===== src/rtl/ex_mem_regs.sv =====
// EX/MEM pipeline register built as a 2-entry skid buffer with valid/ready handshaking.
// Also exports load-destination information for load-use hazard detection in ID.
module ex_mem_regs #(
    parameter int                   CPU_WIDTH      = 64,
    parameter int                   REG_ADDR_WIDTH = 5,
    parameter logic [CPU_WIDTH-1:0] RESET_PC       = 64'h8000_0000
) (
    input  logic                      clk,
    input  logic                      rst_n,
    input  logic                      flush,
    input  logic                      ex_valid_i,
    output logic                      ex_ready_o,
    input  logic [CPU_WIDTH-1:0]      pc_i,
    input  logic [CPU_WIDTH-1:0]      alu_result_i,
    input  logic [CPU_WIDTH-1:0]      store_data_i,
    input  logic [7:0]                wmask_i,
    input  logic                      s_flag_i,
    input  logic [2:0]                rd_flag_i,
    input  logic [3:0]                expand_signed_i,
    input  logic                      reg_wen_i,
    input  logic [REG_ADDR_WIDTH-1:0] reg_waddr_i,
    input  logic                      ebreak_i,
    output logic                      mem_valid_o,
    input  logic                      mem_ready_i,
    output logic [CPU_WIDTH-1:0]      pc_o,
    output logic [CPU_WIDTH-1:0]      alu_result_o,
    output logic [CPU_WIDTH-1:0]      store_data_o,
    output logic [7:0]                wmask_o,
    output logic                      s_flag_o,
    output logic [2:0]                rd_flag_o,
    output logic [3:0]                expand_signed_o,
    output logic                      reg_wen_o,
    output logic [REG_ADDR_WIDTH-1:0] reg_waddr_o,
    output logic                      ebreak_o,
    output logic [1:0]                count_o,
    output logic                      load_pending_o,
    output logic [REG_ADDR_WIDTH-1:0] load_rd_o
);

    typedef struct packed {
        logic [CPU_WIDTH-1:0]      pc;
        logic [CPU_WIDTH-1:0]      alu_result;
        logic [CPU_WIDTH-1:0]      store_data;
        logic [7:0]                wmask;
        logic                      s_flag;
        logic [2:0]                rd_flag;
        logic [3:0]                expand_signed;
        logic                      reg_wen;
        logic [REG_ADDR_WIDTH-1:0] reg_waddr;
        logic                      ebreak;
    } entry_t;

    localparam logic [1:0] CNT_EMPTY = 2'd0;
    localparam logic [1:0] CNT_ONE   = 2'd1;
    localparam logic [1:0] CNT_TWO   = 2'd2;

    logic [1:0] count_q, count_d;
    logic       ready_q, ready_d;
    entry_t     head_q, head_d;
    entry_t     skid_q, skid_d;
    entry_t     in_entry_s;
    logic       in_fire_s, out_fire_s;

    assign in_fire_s  = ex_valid_i & ready_q;
    assign out_fire_s = mem_valid_o & mem_ready_i;

    // Pack the incoming instruction; writes to x0 are suppressed at capture time.
    always_comb begin
        in_entry_s               = '0;
        in_entry_s.pc            = pc_i;
        in_entry_s.alu_result    = alu_result_i;
        in_entry_s.store_data    = store_data_i;
        in_entry_s.wmask         = wmask_i;
        in_entry_s.s_flag        = s_flag_i;
        in_entry_s.rd_flag       = rd_flag_i;
        in_entry_s.expand_signed = expand_signed_i;
        in_entry_s.reg_wen       = reg_wen_i & (reg_waddr_i != {REG_ADDR_WIDTH{1'b0}});
        in_entry_s.reg_waddr     = reg_waddr_i;
        in_entry_s.ebreak        = ebreak_i;
    end

    // Occupancy state machine: decides next occupancy and which entry loads.
    always_comb begin
        count_d = count_q;
        head_d  = head_q;
        skid_d  = skid_q;
        if (flush) begin
            count_d = CNT_EMPTY;
        end else begin
            case (count_q)
                CNT_EMPTY: begin
                    if (in_fire_s) begin
                        head_d  = in_entry_s;
                        count_d = CNT_ONE;
                    end else begin
                        count_d = CNT_EMPTY;
                    end
                end
                CNT_ONE: begin
                    if (in_fire_s && out_fire_s) begin
                        head_d = in_entry_s;
                    end else if (in_fire_s) begin
                        skid_d  = in_entry_s;
                        count_d = CNT_TWO;
                    end else if (out_fire_s) begin
                        count_d = CNT_EMPTY;
                    end else begin
                        count_d = CNT_ONE;
                    end
                end
                CNT_TWO: begin
                    if (out_fire_s) begin
                        head_d  = skid_q;
                        count_d = CNT_ONE;
                    end else begin
                        count_d = CNT_TWO;
                    end
                end
                default: begin
                    count_d = CNT_EMPTY;
                end
            endcase
        end
        ready_d = (count_d != CNT_TWO);
    end

    // State, ready and both payload entries.
    always_ff @(posedge clk or negedge rst_n) begin
        if (!rst_n) begin
            count_q <= CNT_EMPTY;
            ready_q <= 1'b1;
            head_q  <= '{pc: RESET_PC, default: '0};
            skid_q  <= '0;
        end else begin
            count_q <= count_d;
            ready_q <= ready_d;
            head_q  <= head_d;
            skid_q  <= skid_d;
        end
    end

    // Youngest valid load wins: the skid entry is younger than the head.
    always_comb begin
        load_pending_o = 1'b0;
        load_rd_o      = {REG_ADDR_WIDTH{1'b0}};
        if ((count_q == CNT_TWO) && (skid_q.rd_flag != 3'd0)) begin
            load_pending_o = 1'b1;
            load_rd_o      = skid_q.reg_waddr;
        end else if ((count_q != CNT_EMPTY) && (head_q.rd_flag != 3'd0)) begin
            load_pending_o = 1'b1;
            load_rd_o      = head_q.reg_waddr;
        end else begin
            load_pending_o = 1'b0;
            load_rd_o      = {REG_ADDR_WIDTH{1'b0}};
        end
    end

    assign ex_ready_o      = ready_q;
    assign mem_valid_o     = (count_q != CNT_EMPTY);
    assign count_o         = count_q;
    assign pc_o            = head_q.pc;
    assign alu_result_o    = head_q.alu_result;
    assign store_data_o    = head_q.store_data;
    assign wmask_o         = head_q.wmask;
    assign s_flag_o        = head_q.s_flag;
    assign rd_flag_o       = head_q.rd_flag;
    assign expand_signed_o = head_q.expand_signed;
    assign reg_wen_o       = head_q.reg_wen;
    assign reg_waddr_o     = head_q.reg_waddr;
    assign ebreak_o        = head_q.ebreak;

endmodule

===== config.mk =====
export PLATFORM = sky130hd
export DESIGN_NAME = ex_mem_regs
export DESIGN_NICKNAME = d
export VERILOG_FILES = /design/src/rtl/ex_mem_regs.sv
export SDC_FILE = /design/constraint.sdc
export NUM_CORES = 1
export LEC_CHECK = 0
export CAP_MARGIN = 5
export CELL_PAD_IN_SITES_DETAIL_PLACEMENT = 1
export CELL_PAD_IN_SITES_GLOBAL_PLACEMENT = 1
export CORE_MARGIN = 4
export CORE_UTILIZATION = 40
export CTS_CLUSTER_SIZE = 30
export DETAILED_ROUTE_END_ITERATION = 10
export MAX_ROUTING_LAYER = met4
export PLACE_DENSITY_LB_ADDON = 0.1
export SLEW_MARGIN = 10
export SYNTH_ARGS = -nofsm -noshare
export SYNTH_HDL_FRONTEND = slang
export SYNTH_SLANG_ARGS = --single-unit

===== constraint.sdc =====
create_clock -name clk -period 2.4 [get_ports clk]
set_input_delay 0.36 -clock clk [delete_from_list [all_inputs] [get_ports clk]]
set_output_delay 0.36 -clock clk [all_outputs]
set_load 0.02 [all_outputs]

==> results of run 1 <==
==> timing repair <==
| item | 4_1_cts | 5_1_grt |
|---|---|---|
| gates resized for setup | 22 | 8 |
| cloned | 0 | 0 |
| setup buffers | 0 | 1 |
| hold endpoints to repair | 30 | 0 |
| setup endpoints to repair | 6 | 6 |
| hold buffers | 1 | 0 |
| pin swaps | 0 | 1 |
==> power by group through the flow <==
stage / Clock, W / Sequential, W / Combinational [W]
after floorplan: 0 / 0.0109 / 0.00234
after global placement: 0 / 0.0101 / 0.00572
after detailed placement: 0 / 0.0103 / 0.00588
after CTS: 0.00735 / 0.0102 / 0.00593
after global routing: 0.00770 / 0.0104 / 0.00626
final: 0.00713 / 0.0102 / 0.00583
==> through the flow <==
| stage | area [sq um] | cells | util (%) |
|---|---|---|---|
| final | 25400 | 2515 | 55.5 |
| after global routing | 25400 | 2515 | 55.5 |
| after CTS | 25400 | 2502 | 55.5 |
| after detailed placement | 23900 | 2415 | 52.1 |
| after global placement | 23900 | 2415 | 52.1 |
| after floorplan | 18700 | 1418 | - |
==> per-layer routing <==
layer / track usage, % / vias to the layer above
li1: - / 5851
met1: 27.0 / 6382
met2: 35.3 / 311
met3: 6.83 / 76
met4: 6.34 / 0
met5: - / -
==> flip-flops by register name, summed over array words and instances (netlist names), 2 cells and up <==
register         count
store_data_o        64
alu_result_o        64
expand_signed_o      4
rd_flag_o            3
wmask_o              8
skid_q             215
count_o              2
pc_o                64
reg_waddr_o          5
==> worst max-delay path: stages (launching register included) <==
cell and delay (ps):
dfrtp_1 410, or2_2 330, o31ai_2 100, nor2_4 110, a22o_1 230, buf_2 170
==> worst paths after layout <==
| kind | startpoint | to | slack [ps] | cells past startpoint |
|---|---|---|---|---|
| setup / recovery | count_o[1] | load_rd_o[2] | 130 | 5 |
| hold / removal | rst_n | alu_result_o[61] | 280 | 2 |
| setup reg to reg | count_o[1] | skid_q[18] | 320 | 7 |
| hold reg to reg | pc_o[31] | pc_o[31] | 480 | 2 |
| max in group asynchronous | rst_n | alu_result_o[6] | 1290 | 4 |
| min in group clk | store_data_i[8] | skid_q[31] | 430 | 2 |
==> cells in the final DEF (no fill, tap or decap), types with 20 or more instances in the layout <==
cell | netlist | final
buf_12 | 0 | 30
buf_4 | 1 | 20
clkbuf_16 | 0 | 51
clkdlybuf4s50_1 | 0 | 437
dfrtp_1 | 431 | 431
mux2_2 | 106 | 106
mux2_4 | 109 | 109
mux2i_1 | 215 | 215
nand2_1 | 218 | 218
o21ai_1 | 210 | 210
==> cell type report <==
type                       instances  area [sq um]  share of cell area, %
sequential                       433         10800                   42.6
tap                              600           751                   2.95
timing repair buffer             495          5180                   20.4
clock buffer                      77          1460                   5.76
clock inverter                     9          51.3                  0.202
inverter                           1          3.75                 0.0148
antenna                           12          30.0                  0.118
multi-input combinational        888          7100                   27.9
==> logic make-up (layout without fill, tap and decap cells) <==
logic type             after synthesis  in the layout  synth area share, %
DFF                                433            433                 58.1
other                                0             12                    0
and+or+nand+nor                    230            230                 4.81
AOI/OAI and AO/OA                  228            228                 6.36
buffers and inverters               97            582                 4.01
muxes                              430            430                 26.7
==> qor.csv, run 1 <==
metric,value,unit
Clock Skew,14.3,ps
"top cells by count, synth","dfrtp_1 (431), nand2_1 (218), mux2i_1 (215)",
Post-Route Setup TNS,0,ps
maximum clock rate,440,MHz
post-synthesis sequential area ratio,58.1,%
cell type with the largest total area after synthesis,dfrtp_1,
Post-synth EDFFs,0,
vias in the first global route,13923,
Sw Share,28.8,%
Worst EP arrival,1910,ps
max-cap viol count,0,
predominant post-synthesis flop cell,dfrtp_1,
CTS Buf Count,49,
Yosys reg bits,433,
Final Setup Violations,0,
Comb power frac,25.2,%
Place WS,41.8,ps
unique cell type count in the Yosys netlist,31,
Slew Limit Fails,0,
Starting Density,40.7,%
Vias,12620,
Startpoint Class,flip-flop,
boundary pin count,445,
Cell Pwr Density,911,mW/mm^2
WP data required,2040,ps
Cell Int Power,0.0165,W
"top cells by area, synth","dfrtp_1 (58%), mux2i_1 (12%), mux2_4 (8.8%)",
status,completed,
Crit Path Max Fanout,5,
drt via density,5.02,
Num Clock Sinks,433,
most common cell in the netlist,dfrtp_1,
met3 WL,4.07,mm
CP Class,flip-flop to primary output,
P_leak,12.8,nW
Clock Path Buffers,3,
die height,224,microns
WL/cell,21.6,microns
synthesis-to-finish area growth,36.3,%
post-DP HPWL,38.1,mm
Post-route DRC,0,
overall routing resource usage,22.0,%
Yosys top cell area share,57.8,%
site row count,78,
met2 WL,26.5,mm
synthesized area,0.0187,sq mm
Die X,224,microns
DR top layer,met4,
syn_nets,1638,
detailed-routing wirelength on met1,22.5,mm
fraction of registers with async set/reset,100,%
Layout Nets,2088,
worst-margin pin slew,920,ps
Gate Count Post-Synth,1418,
Avg Inst Size Synth,13.2,sq um
Slew Limit Headroom,38.6,%
NetSw,0.00667,W
GP Congestion,0.782,
post-route ant nets,0,
initial antenna violation count,12,
part of the power in registers,44.0,%
layout cell share with drive strength beyond 1,18.4,%
pin count of the biggest net entering global routing,116,
register clock-pin slew on the reported worst setup and hold paths,60,ps
Worst VDD drop,0.000709,V
Final WS setup,126,ps
element type at the critical path end,primary output,
Period minus WS final,2270,ps
DIE AREA,0.0501,sq mm
CTS root buf,clkbuf_16,
Detailed Route Iter0 Violations,658,
H-tree depth,2,
Hold WC Path Type,input port to async pin,
PortBufs,444,
Routed WL,54.4,mm
Final Hold Viols,0,
First-pass DRT Iterations,4,
"Remaining Overflow, GRT",0,
hold slack,283,ps
CTS tree,done,
Clk pwr share,30.8,%
core area,0.0458,sq mm
RSZ-0062 raised after global routing,no,
fill cell count,4676,
"Warnings, synthesis",0,
worst-skew pair later-pin latency,570,ps
Pwr Total,0.0232,W
fin crit share,94.7,%
first-pass GRT wire length,84.4,mm
Power figures use the tool's default switching activity.
==> run 2, diff against run 1 <==
ABC_AREA = 0   (was default)
CAP_MARGIN = default   (was 5)
==> results of run 2 <==
Final layout, timing and power as in run 1 (identical DEF).
